==> config.mk <==
export PLATFORM = sky130hd
export DESIGN_NAME = monster_fleet_ctrl
export DESIGN_NICKNAME = d
export VERILOG_FILES = /design/src/rtl/monster_fleet_ctrl_pkg.sv /design/src/rtl/monster_fleet_ctrl_fleet_tick_gen.sv /design/src/rtl/monster_fleet_ctrl.sv
export SDC_FILE = /design/constraint.sdc
export NUM_CORES = 1
export LEC_CHECK = 0
export BUFFER_PORTS_ARGS = -buffer_cell sky130_fd_sc_hd__buf_2
export CAP_MARGIN = 20
export CORE_MARGIN = 2
export CORE_UTILIZATION = 45
export CTS_BUF_LIST = sky130_fd_sc_hd__clkbuf_8
export CTS_CLUSTER_SIZE = 16
export DETAILED_ROUTE_END_ITERATION = 16
export PLACE_DENSITY = 0.67
export SYNTH_ARGS = -nofsm -noshare
export SYNTH_HDL_FRONTEND = slang
export SYNTH_SLANG_ARGS = --single-unit
==> constraint.sdc <==
create_clock -name clk -period 6 [get_ports clk]
set_input_delay 1.8 -clock clk [delete_from_list [all_inputs] [get_ports clk]]
set_output_delay 1.8 -clock clk [all_outputs]
set_load 0.05 [all_outputs]
==> src/rtl/monster_fleet_ctrl_pkg.sv <==
// Shared types and constants for the monster fleet controller.
// Level masks, score limit, load selector and fleet position bundle.
package monster_fleet_ctrl_pkg;

  localparam int NUM_MON = 5;

  localparam logic [NUM_MON-1:0] L1_MASK = 5'b10101;
  localparam logic [NUM_MON-1:0] L2_MASK = 5'b11111;

  localparam logic [3:0] SCORE_MAX = 4'd15;

  typedef enum logic [1:0] {
    LD_NONE,
    LD_L1,
    LD_L2
  } load_e;

  typedef struct packed {
    logic [9:0] x;
    logic [9:0] y;
    logic       dir;
  } fleet_pos_t;

  function automatic logic [3:0] sat_inc(
    input logic [3:0] v
  );
    return (v == SCORE_MAX) ? v : v + 4'd1;
  endfunction

endpackage

==> src/rtl/monster_fleet_ctrl_fleet_tick_gen.sv <==
// Fleet march tick: counts 0..STEP_DIV-1 while enabled, pulses on the last.
// Ports: clk, rst, enable_i (count), clear_i (restart at 0), tick_o (pulse).
module fleet_tick_gen #(
  parameter int STEP_DIV = 2500000
) (
  input  logic clk,
  input  logic rst,
  input  logic enable_i,
  input  logic clear_i,
  output logic tick_o
);

  localparam int CW = $clog2(STEP_DIV);
  localparam logic [CW-1:0] LAST = CW'(STEP_DIV - 1);

  logic [CW-1:0] cnt_q;
  logic [CW-1:0] cnt_d;

  assign tick_o = enable_i && !clear_i
               && (cnt_q == LAST);

  always_comb begin
    cnt_d = cnt_q;
    if (clear_i) begin
      cnt_d = '0;
    end else if (enable_i) begin
      cnt_d = tick_o ? '0 : cnt_q + CW'(1);
    end
  end

  always_ff @(posedge clk) begin
    if (rst) begin
      cnt_q <= '0;
    end else begin
      cnt_q <= cnt_d;
    end
  end

endmodule

==> src/rtl/monster_fleet_ctrl.sv <==
// Monster side of the game: kills, score, fleet march and tank loss.
// In: clk, rst, new_game, level_in, hit_valid/hit_idx, tank_hit.
// Out: monster_destroyed, alive_mask, tank_destroyed, score, fleet_x/y/dir.
module monster_fleet_ctrl
  import monster_fleet_ctrl_pkg::*;
#(
  parameter int STEP_DIV = 2500000,
  parameter int X_STEP   = 4,
  parameter int X_LEFT   = 160,
  parameter int X_RIGHT  = 600,
  parameter int Y_TOP    = 80,
  parameter int Y_DROP   = 16,
  parameter int Y_TANK   = 400
) (
  input  logic         clk,
  input  logic         rst,
  input  logic         new_game,
  input  logic [2:0]   level_in,
  input  logic         hit_valid,
  input  logic [2:0]   hit_idx,
  input  logic         tank_hit,
  output logic [4:0]   monster_destroyed,
  output logic [4:0]   alive_mask,
  output logic         tank_destroyed,
  output logic [3:0]   score,
  output logic [9:0]   fleet_x,
  output logic [9:0]   fleet_y,
  output logic         fleet_dir
);

  localparam fleet_pos_t POS_INIT = {
    10'(X_LEFT), 10'(Y_TOP), 1'b1
  };

  localparam logic [10:0] XSTEP_W = 11'(X_STEP);
  localparam logic [10:0] XRGT_W  = 11'(X_RIGHT);
  localparam logic [10:0] XLB_W   = 11'(X_LEFT + X_STEP);
  localparam logic [9:0]  XSTEP_V = 10'(X_STEP);
  localparam logic [9:0]  YDROP_V = 10'(Y_DROP);
  localparam logic [9:0]  YTANK_V = 10'(Y_TANK);

  logic [4:0] alive_q, alive_d;
  logic [4:0] dead_q, dead_d;
  logic [3:0] score_q, score_d;
  logic       tank_q, tank_d;
  fleet_pos_t pos_q, pos_d;

  load_e      load_sel;
  logic       frozen;
  logic       tick;
  logic [4:0] hit_oh;
  logic       hit_ok;
  logic       bounce;
  logic [9:0] y_drop;
  logic       unused_lvl;

  assign unused_lvl = ^level_in[2:1];

  always_comb begin
    load_sel = LD_NONE;
    priority case (1'b1)
      new_game:    load_sel = LD_L1;
      level_in[0]: load_sel = LD_L2;
      default:     load_sel = LD_NONE;
    endcase
  end

  assign frozen = tank_q || (alive_q == '0);

  // Out-of-range indices decode to no slot.
  assign hit_oh = (hit_idx <= 3'd4)
                ? (5'b00001 << hit_idx)
                : 5'b00000;

  assign hit_ok = hit_valid
               && |(hit_oh & alive_q);

  // Bounce tests are done one bit wider so
  // the sum never wraps before comparison.
  assign bounce = pos_q.dir
    ? (({1'b0, pos_q.x} + XSTEP_W) > XRGT_W)
    : ({1'b0, pos_q.x} < XLB_W);

  assign y_drop = pos_q.y + YDROP_V;

  fleet_tick_gen #(
    .STEP_DIV (STEP_DIV)
  ) u_tick (
    .clk      (clk),
    .rst      (rst),
    .enable_i (!frozen),
    .clear_i  (load_sel != LD_NONE),
    .tick_o   (tick)
  );

  always_comb begin
    alive_d = alive_q;
    dead_d  = dead_q;
    score_d = score_q;
    tank_d  = tank_q;
    pos_d   = pos_q;
    unique case (load_sel)
      LD_L1: begin
        alive_d = L1_MASK;
        dead_d  = '0;
        score_d = '0;
        tank_d  = 1'b0;
        pos_d   = POS_INIT;
      end
      LD_L2: begin
        alive_d = L2_MASK;
        dead_d  = '0;
        pos_d   = POS_INIT;
      end
      default: begin
        if (!frozen) begin
          if (hit_ok) begin
            alive_d = alive_q & ~hit_oh;
            dead_d  = dead_q | hit_oh;
            score_d = sat_inc(score_q);
          end
          if (tank_hit) begin
            tank_d = 1'b1;
          end
          if (tick) begin
            if (bounce) begin
              pos_d.dir = !pos_q.dir;
              pos_d.y   = y_drop;
              // Reaching the tank row ends
              // the game on the drop edge.
              if (y_drop >= YTANK_V) begin
                tank_d = 1'b1;
              end
            end else if (pos_q.dir) begin
              pos_d.x = pos_q.x + XSTEP_V;
            end else begin
              pos_d.x = pos_q.x - XSTEP_V;
            end
          end
        end
      end
    endcase
  end

  always_ff @(posedge clk) begin
    if (rst) begin
      alive_q <= L1_MASK;
      dead_q  <= '0;
      score_q <= '0;
      tank_q  <= 1'b0;
      pos_q   <= POS_INIT;
    end else begin
      alive_q <= alive_d;
      dead_q  <= dead_d;
      score_q <= score_d;
      tank_q  <= tank_d;
      pos_q   <= pos_d;
    end
  end

  assign monster_destroyed = dead_q;
  assign alive_mask        = alive_q;
  assign tank_destroyed    = tank_q;
  assign score             = score_q;
  assign fleet_x           = pos_q.x;
  assign fleet_y           = pos_q.y;
  assign fleet_dir         = pos_q.dir;

endmodule
-- Word-level counts from Yosys, hierarchy flattened
Cells that the tools add are included.
- add/subtract/negate cells: 6
- magnitude comparators: 4
- equal/unequal tests: 7
- shift-type cells: 1
- mux-type cells: 19
- bitwise gates (word level): 7
- reductions and logical operators: 20
- operator list (operator ; number):
    adder 22 x 1 -> 22 bit (second input constant) ; 1
    == test 22 bit (second input constant) ; 1
    two-way mux 22 bit ; 1
    two-way mux 5 bit ; 3
    two-way mux 4 bit ; 3
    adder 10 x 3 -> 11 bit (second input constant) ; 1
    > comparator 11 x 10 -> 1 bit (second input constant) ; 1
    adder 10 x 3 -> 10 bit (second input constant) ; 1
    adder 10 x 5 -> 10 bit (second input constant) ; 1
    bitwise AND 5 bit ; 2
    greater-or-equal comparator 10 x 9 -> 1 bit (second input constant) ; 1
    < comparator 10 x 8 -> 1 bit (second input constant) ; 1
    two-way mux 10 bit ; 1
    case mux 5 bit (2 select lines) ; 1
    subtractor 10 x 3 -> 10 bit (second input constant) ; 1
    case mux 4 bit (2 select lines) ; 1
    two-way mux 1 bit ; 6
    AND reduction 2 bit ; 3
    AND reduction 3 bit ; 2
    logical NOT 5 bit ; 1
    inverter 5 bit ; 1
    OR 5 bit ; 1
    OR reduction 5 bit ; 1
    << shifter 1 x 3 -> 5 bit (first input constant) ; 1
    other kinds (18) ; 27
- flip-flop bits (word level): 58

-- Depth between registers and ports, before layout
Gate-level depths: netlist of the first run.
- depth in word-level cells: 9
- gate-level depth with buffers: 8
- depth with buffers taken out: 8

-- Hierarchy
From an unflattened synthesis of the first run, not the netlist that was laid out.
- cells, all modules: 365
- area total of the unflattened synthesis: 3062.9 um^2
- modules (own cells, without submodules) (module ; instances ; cells an instance ; area an instance (um^2)):
    monster_fleet_ctrl ; 1 ; 235 ; 1979.4
    fleet_tick_gen ; 1 ; 130 ; 1083.5

-- Worst setup path after synthesis of the first run
OpenSTA, ideal clock, no wires.
- path type: input to register
- from: in level_in[0]
- to: reg pos_q (netlist bit fleet_y[9])
- data arrival time: 3.343 ns
- required time: 5.930 ns
- slack: 2.587 ns
- stages: 6
- path buffers: 0
- cell sequence: nor4b_2 nand4_1 nor4_4 o221ai_2 or4_1 a21oi_1
- longest elaborated chain between the ends: 7
- elaborated cells on any way between the ends: 10
- classes of those cells: 2 x eq/ne; 2 x mux; 6 x reduce/logical
- ends and longest elaborated chain (element ; line ; text):
    start, declared ; monster_fleet_ctrl.sv:18 ; input logic [2:0] level_in,
    two-way mux 2 bit * (2 in series) ; monster_fleet_ctrl.sv:61 ; priority case (1'b1)
    nonzero test 2 bit ; monster_fleet_ctrl.sv:92 ; .clear_i (load_sel != LD_NONE),
    logical NOT 1 bit ; monster_fleet_ctrl_fleet_tick_gen.sv:19 ; assign tick_o = enable_i && !clear_i
    logical AND 1 bit ; monster_fleet_ctrl_fleet_tick_gen.sv:19 ;
    logical AND 1 bit ; monster_fleet_ctrl_fleet_tick_gen.sv:20 ; && (cnt_q == LAST);
    AND reduction 3 bit (no line) ; - ;
    end signal, assigned ; monster_fleet_ctrl.sv:157 ; pos_q <= pos_d;
    end, declared ; monster_fleet_ctrl.sv:46 ; fleet_pos_t pos_q, pos_d;
Mark *: on every way between the ends. The rest lies on a longest branch, timed or not.
A chain may end at the register's enable or synchronous reset.

-- Worst setup path in the final report of the first run
Ends and elaborated chain as after synthesis.

==> results of run 1 <==
## layer usage
metal	up-vias	GRT usage, %	share of wire, %
met3	6	3.40	4.9
met5	-	0	0
met2	61	29.5	46
li1	1339	-	-
met4	0	5.77	0.92
met1	1233	26.2	48
## cell families (layout without fill, tap and decap cells)
kind of cell,Yosys count,after routing
xor+xnor,28,28
flops,52,52
mux,3,3
compound gates,79,79
simple gates,147,147
buf+inv,37,65
other cells,1,6
fa+ha+maj,14,14
## path summary, 6_finish.rpt
path	startpoint	end	slack [ns]	cells after the start
worst min register to register	monster_destroyed[0]	monster_destroyed[0]	0.45	2
worst max-delay path	level_in[0]	fleet_y[9]	2.00	7
worst max register to register	u_tick.cnt_q[5]	fleet_y[9]	3.26	6
worst min-delay path	monster_destroyed[0]	monster_destroyed[0]	0.45	2
## cells in the final DEF, fill, tap and decap left out, drive strengths merged, types with 3 or more instances in the layout
| master | Yosys | routed |
|---|---|---|
| dfxtp | 52 | 52 |
| nor2 | 44 | 44 |
| buf | 10 | 38 |
| nand2 | 25 | 25 |
| nand3 | 25 | 25 |
| a21oi | 24 | 24 |
| inv | 19 | 20 |
| o21ai | 20 | 20 |
| xnor2 | 16 | 16 |
| ha | 13 | 13 |
| xor2 | 12 | 12 |
| nor3 | 10 | 10 |
| or3 | 6 | 6 |
| and3 | 6 | 6 |
| a31oi | 6 | 6 |
| conb | 1 | 6 |
| nand4 | 5 | 5 |
| clkbuf | 8 | 5 |
| nand2b | 4 | 4 |
| or4 | 3 | 3 |
| or2 | 3 | 3 |
| nor2b | 3 | 3 |
| o211ai | 3 | 3 |
| nand4b | 3 | 3 |
| o21a | 3 | 3 |
| nor4 | 3 | 3 |
| o2111ai | 3 | 3 |
## power groups by stage
stage	Clock [W]	Combinational, W	Sequential (W)
after detailed placement	0	0.0000329	0.000356
after floorplan	0	0.0000232	0.000361
after global placement	0	0.0000328	0.000356
final	0.000248	0.0000331	0.000348
after global routing	0.000267	0.0000360	0.000349
after CTS	0.000254	0.0000330	0.000348
## layout make-up
class / instances / share of cell area, %
Timing Repair Buffer: 38 / 5.78
Sequential cell: 52 / 31.7
Tap cell: 77 / 2.93
Clock buffer: 5 / 2.09
Inverter: 19 / 2.17
Clock inverter: 3 / 1.41
Multi-Input combinational cell: 277 / 54.0
## critical path, cell delays in order
cell and delay (ns):
buf_2 0.15, nor4b_2 0.32, nand4_1 0.21, nor4_4 0.76, o221ai_2 0.37, or4_1 0.47, a21oi_1 0.15
## per-stage QoR
step | instance area (um^2) | setup WS (ns) | power, W
2_1_floorplan | 2980 | 2.59 | 0.000384
3_3_place_gp | 3170 | 1.72 | 0.000389
3_5_place_dp | 3170 | 1.64 | 0.000389
4_1_cts | 3290 | 1.98 | 0.000636
5_1_grt | 3290 | 1.85 | 0.000652
6_report | 3290 | 2.00 | 0.000630
## state kept, by name, indices dropped and copies added (netlist names)
| signal | cells |
|---|---|
| alive_mask | 5 |
| fleet_dir | 1 |
| fleet_x | 8 |
| fleet_y | 6 |
| monster_destroyed | 5 |
| score | 4 |
| tank_destroyed | 1 |
| u_tick.cnt_q | 22 |
==> out/qor.txt, run 1 <==
Status - finished, final reports clean
Switching pwr - 0.000150 W
Final setup fails - 0
Critical Path RT - 6.24 ns
Overall overflow remaining after global route - 0
Effective utilization at floorplan - 46.7%
Non-filler cells in the finished layout - 471
RSZ-0062 raised after global routing - false
Yosys warnings - 0
Startpoint type of the worst setup path - primary input
Min-delay worst type - reg -> reg
Iteration count of the initial detailed-routing pass - 4
Number of enable-type register cells in the synthesized netlist - 0
Post-synth cell types - 58
Final net count - 418
Via/cell ratio - 5.60
Routed WL per cell - 13.8 um
Share of flip-flops with an asynchronous set or reset - 0%
Static leakage - 1.21 nW
Synthesized-area fraction occupied by ao, oa, aoi and oai cells - 17.9%
Max Root-Sink Buffers - 2
Maximum number of pins on one net before global-route repair - 21
Antenna violations before repair - 0
Post-route setup TNS - 0 ns
Clock tree root buffer cell - clkbuf_8
Footprint of the multi-input gates - 1770 um^2
Final Max Slew Viols - 0
Max cap viols - 0
TritonCTS sink count - 52
Initial drt markers - 71
Combinational group share of total power - 5.3%
Data arrival, critical path - 4.24 ns
Proportion of layout cells with a drive suffix above 1 - 14.7%
Cells taking the most area after synthesis - dfxtp_1, nor2_1, ha_1, xnor2_1, nand3_1
Multiplexer area fraction after synthesis - 1.44%
Full die area - 7250 um^2
Slew @ Worst Pin - 0.817 ns
Worst Hold Margin - 0.446 ns
Via count of the first global-routing pass - 2437
Internal cell power - 0.000480 W
Detail Placement HPWL - 4710 um
Number of buffers created by CTS - 5
Area added between synthesis and finish - 11.0%
Die Ht - 85.1 um
Post-synth top area share - 35.1%
Routed vias - 2639
Final period demand of the worst path - 4.00 ns
Final Core Density - 51.8%
Highest attainable clock frequency - 0.250 GHz
Endpoint class of the critical path - flop
Global-route wire length before repair - 11200 um
Final estimated routing congestion in global placement - 0.806
Antenna-violating nets left - 0
Port Buffers - 38
Share of power burned in registers - 55.4%
Part of the total power dissipated in the clock network - 39.4%
Avg Synthesized Cell Area - 8.21 um^2
Library cell with the largest summed area after synthesis - dfxtp_1
Number of DRC violations after detailed routing - 0
Post-synthesis instance area - 2960 um^2
Inst Count DP - 463
Placement Rows - 29
Horizontal die dimension - 85.1 um
Register area share after synthesis - 35.1%
Clock Skews - 0.00846 ns
Flip-flop and latch count after synthesis - 52
CTS tree - yes
Adder-cell area share of the yosys netlist - 6.17%
Post-synth top flop - dfxtp_1
Skew-Pair Late Insertion Delay - 0.31 ns
Number of buffers inserted to repair setup after CTS - 0
Maximum fanout along the worst path - 15
Gate count of the mapped netlist - 361
Xor-xnor portion of the synthesized cell area - 8.28%
Power per Cell Area - 191 nW/um^2
Dominant cell by count in the synthesized netlist - dfxtp_1
Wire length after detailed routing - 6490 um
Switching power share of the total - 23.8%
Largest family of logic cells by synthesized area - simple AND/OR/NAND/NOR gates
Most common library cells after synthesis - dfxtp_1, nor2_1, nand2_1, nand3_1, a21oi_1
Clock input transition at the sequential cells of the worst setup and hold paths - 0.10 ns
Total Routing Usage GR - 18.7%
Core area - 6350 um^2
Simple-gate share of the synthesized area - 25.4%
Hold-fix buffers at CTS - 0
Num ports - 47
Headroom to the max-slew limit - 45.2%
Final Hold Vio Count - 0
Fraction of the cycle the final worst path needs - 66.6%
Number of filler instances in the final layout - 630
H-tree levels - 2
Post-cts repair resize count - 0
N_diodes - 0
Register area - 1040 um^2
Start-to-end type of the worst setup path - in -> reg
IR drop worst, VDD - 0.104 mV
(Power assumes the default switching activity.)
==> run 2, diff against run 1 <==
ABC_AREA = 1   (was default)
PLACE_DENSITY = 0.66   (was 0.67)
clock period = 3.74 ns   (was 6 ns; I/O delays follow)
==> run 2 against run 1 <==
Critical path depth is 3 higher; power up 60%; global-route usage rose by 0.067 points; final cell count grew 22%; non-clock buffer count rose by 1; wire length rose by 6.9%; sequential power rose by 60%; worst setup slack got worse by 0.68 ns.
==> out/qor.txt, run 2 <==
Status - finished, final reports clean
Endpoint class of the critical path - flop
Adder-cell area share of the yosys netlist - 5.86%
Port Buffers - 38
Post-synth top area share - 33.4%
Register with the most flip-flops - u_tick.cnt_q
H-tree levels - 2
Core area - 6760 um^2
Placement Rows - 30
Internal cell power - 0.000767 W
Proportion of layout cells with a drive suffix above 1 - 14.9%
Full die area - 7610 um^2
Flip-flop and latch count after synthesis - 52
Library cell with the largest summed area after synthesis - dfxtp_1
Max Root-Sink Buffers - 2
Wire length after detailed routing - 6940 um
Yosys warnings - 0
Dominant cell by count in the synthesized netlist - nand2_1
Hold-fix buffers at CTS - 0
Synthesized-area fraction occupied by ao, oa, aoi and oai cells - 10.1%
Cells taking the most area after synthesis - dfxtp_1, nand2_1, inv_1, nor2_1, nand3_1
Switching power share of the total - 23.8%
Cell area after layout - 3480 um^2
Final setup fails - 0
Register area share after synthesis - 33.4%
Static leakage - 1.54 nW
Reg2reg setup slack - 1.55 ns
Avg Synthesized Cell Area - 6.87 um^2
Min-delay worst type - reg -> reg
Switching pwr - 0.000240 W
Xor-xnor portion of the synthesized cell area - 4.21%
Flip-flop count of the largest register after layout - 22
Effective utilization at floorplan - 46.2%
Via count of the first global-routing pass - 2639
Clock tree root buffer cell - clkbuf_8
Highest attainable clock frequency - 0.414 GHz
Share of power burned in registers - 55.4%
Instance area after placement - 3370 um^2
IR drop worst, VDD - 0.153 mV
Global-route wire length before repair - 11700 um
Most common library cells after synthesis - nand2_1, inv_1, dfxtp_1
Via/cell ratio - 5.14
Die Ht - 87.3 um
Startpoint type of the worst setup path - primary input
Number of cells traversed by the worst hold path - 2
Initial drt markers - 107
Number of buffers created by CTS - 5
Maximum fanout along the worst path - 13
Total Routing Usage GR - 18.8%
Post-synth top flop - dfxtp_1
Combinational group share of total power - 6.2%
Start-to-end type of the worst setup path - in -> reg
Number of DRC violations after detailed routing - 0
Overall overflow remaining after global route - 0
Largest family of logic cells by synthesized area - simple AND/OR/NAND/NOR gates
Crit Reg-Reg Startpoint - u_tick.cnt_q[1]
Commonest non-fill, non-tap cells in the layout - nand2_1, inv_1, dfxtp_1
Data arrival, critical path - 2.62 ns
Power per Cell Area - 289 nW/um^2
Post-synth cell types - 39
Pre-CTS setup slack - 1.01 ns
Part of the total power dissipated in the clock network - 38.3%
Maximum number of pins on one net before global-route repair - 18
TritonCTS sink count - 52
Final estimated routing congestion in global placement - 0.895
Headroom to the max-slew limit - 64.4%
Post-cts repair resize count - 0
Final Max Slew Viols - 0
Number of buffers inserted to repair setup after CTS - 0
Clock Skews - 0.00617 ns
Share of flip-flops with an asynchronous set or reset - 0%
Num ports - 47
Fraction of the cycle the final worst path needs - 64.6%
Hold-critical path endpoint - monster_destroyed[0]
Gate count of the mapped netlist - 454
RSZ-0062 raised after global routing - false
Slew @ Worst Pin - 0.533 ns
Hold Startpoint - monster_destroyed[0]
Multiplexer area fraction after synthesis - 0%
Detail Placement HPWL - 5280 um
Final Hold Vio Count - 0
Area added between synthesis and finish - 11.7%
Routed vias - 2963
Routed WL per cell - 12.0 um
Iteration count of the initial detailed-routing pass - 4
Final period demand of the worst path - 2.41 ns
Horizontal die dimension - 87.3 um
R2R Path End - u_tick.cnt_q[13]
Number of enable-type register cells in the synthesized netlist - 0
Clock input transition at the sequential cells of the worst setup and hold paths - 0.10 ns
Max cap viols - 0
Final net count - 520
Antenna-violating nets left - 0
N_diodes - 0
CTS tree - yes
R2R depth - 11
Simple-gate share of the synthesized area - 37.1%
Critical Path RT - 3.94 ns
Skew-Pair Late Insertion Delay - 0.30 ns
Post-synthesis instance area - 3120 um^2
Antenna violations before repair - 0
Post-route setup TNS - 0 ns
Most common cell after layout, fill and taps aside - nand2_1
Final setup margin - 1.33 ns
==> run 2: power groups by stage <==
stage	registers [W]	logic, W	clock network, W
after floorplan	0.000578	0.0000445	0
after global placement	0.000571	0.0000623	0
after detailed placement	0.000571	0.0000627	0
after CTS	0.000559	0.0000628	0.000402
after global routing	0.000559	0.0000689	0.000419
final	0.000558	0.0000628	0.000386
==> run 2: how the worst max path moves through the flow <==
| stage | startpoint | to | slack [ns] | depth (start not counted) |
|---|---|---|---|---|
| 3_3_place_gp | new_game | u_tick.cnt_q[13] | 1.04 | 10 |
| 4_1_cts | new_game | u_tick.cnt_q[13] | 1.33 | 10 |
| 5_1_grt | new_game | u_tick.cnt_q[13] | 1.12 | 10 |
| 6_report | new_game | u_tick.cnt_q[13] | 1.33 | 10 |
| 3_5_place_dp | new_game | u_tick.cnt_q[13] | 1.01 | 10 |
| 2_1_floorplan | fleet_x[2] | fleet_dir | 1.42 | 15 |
==> run 2: metrics by stage <==
| step | std cells | hold WS (ns) | total power, W | util, % |
|---|---|---|---|---|
| final | 576 | 0.453 | 0.00101 | 51.6 |
| after global routing | 576 | 0.490 | 0.00105 | 51.6 |
| after CTS | 576 | 0.457 | 0.00102 | 51.6 |
| after detailed placement | 568 | 0.442 | 0.000634 | 49.9 |
| after global placement | 568 | 0.436 | 0.000634 | 49.9 |
| after floorplan | 459 | 0.455 | 0.000623 | - |
==> run 2: layer usage <==
layer | vias to the layer above | GRT usage [%] | share of wire (%)
met3 | 9 | 3.13 | 3.7
met5 | - | 0 | 0
li1 | 1563 | - | -
met1 | 1332 | 25.6 | 49
met2 | 59 | 31.1 | 46
met4 | 0 | 4.48 | 1.2
==> run 2: area by class of cell <==
type | count | area (um^2)
clock buffer | 5 | 68.8
clock inverter | 3 | 42.5
fill | 694 | 3270
inverter | 60 | 225
multi-input combinational | 337 | 1810
sequential | 52 | 1040
tap | 80 | 100
timing repair buffer | 39 | 198
==> run 2: critical path: stages <==
cell	delay (ns)
buf_2	0.12
inv_2	0.12
nand2_1	0.12
nor2_1	0.17
nand3_1	0.16
nand2_1	0.45
inv_2	0.13
nand2_1	0.10
inv_1	0.04
o21a_1	0.09
==> run 2: logic make-up (layout without fill, tap and decap cells) <==
family                   after synthesis  count (layout)
AO/OA/AOI/OAI                         57              57
flip-flops                            52              52
AND/OR/NAND/NOR                      245             245
adder cells (fa/ha/maj)               14              14
XOR/XNOR                              15              15
other                                  1               6
buffers and inverters                 70             107
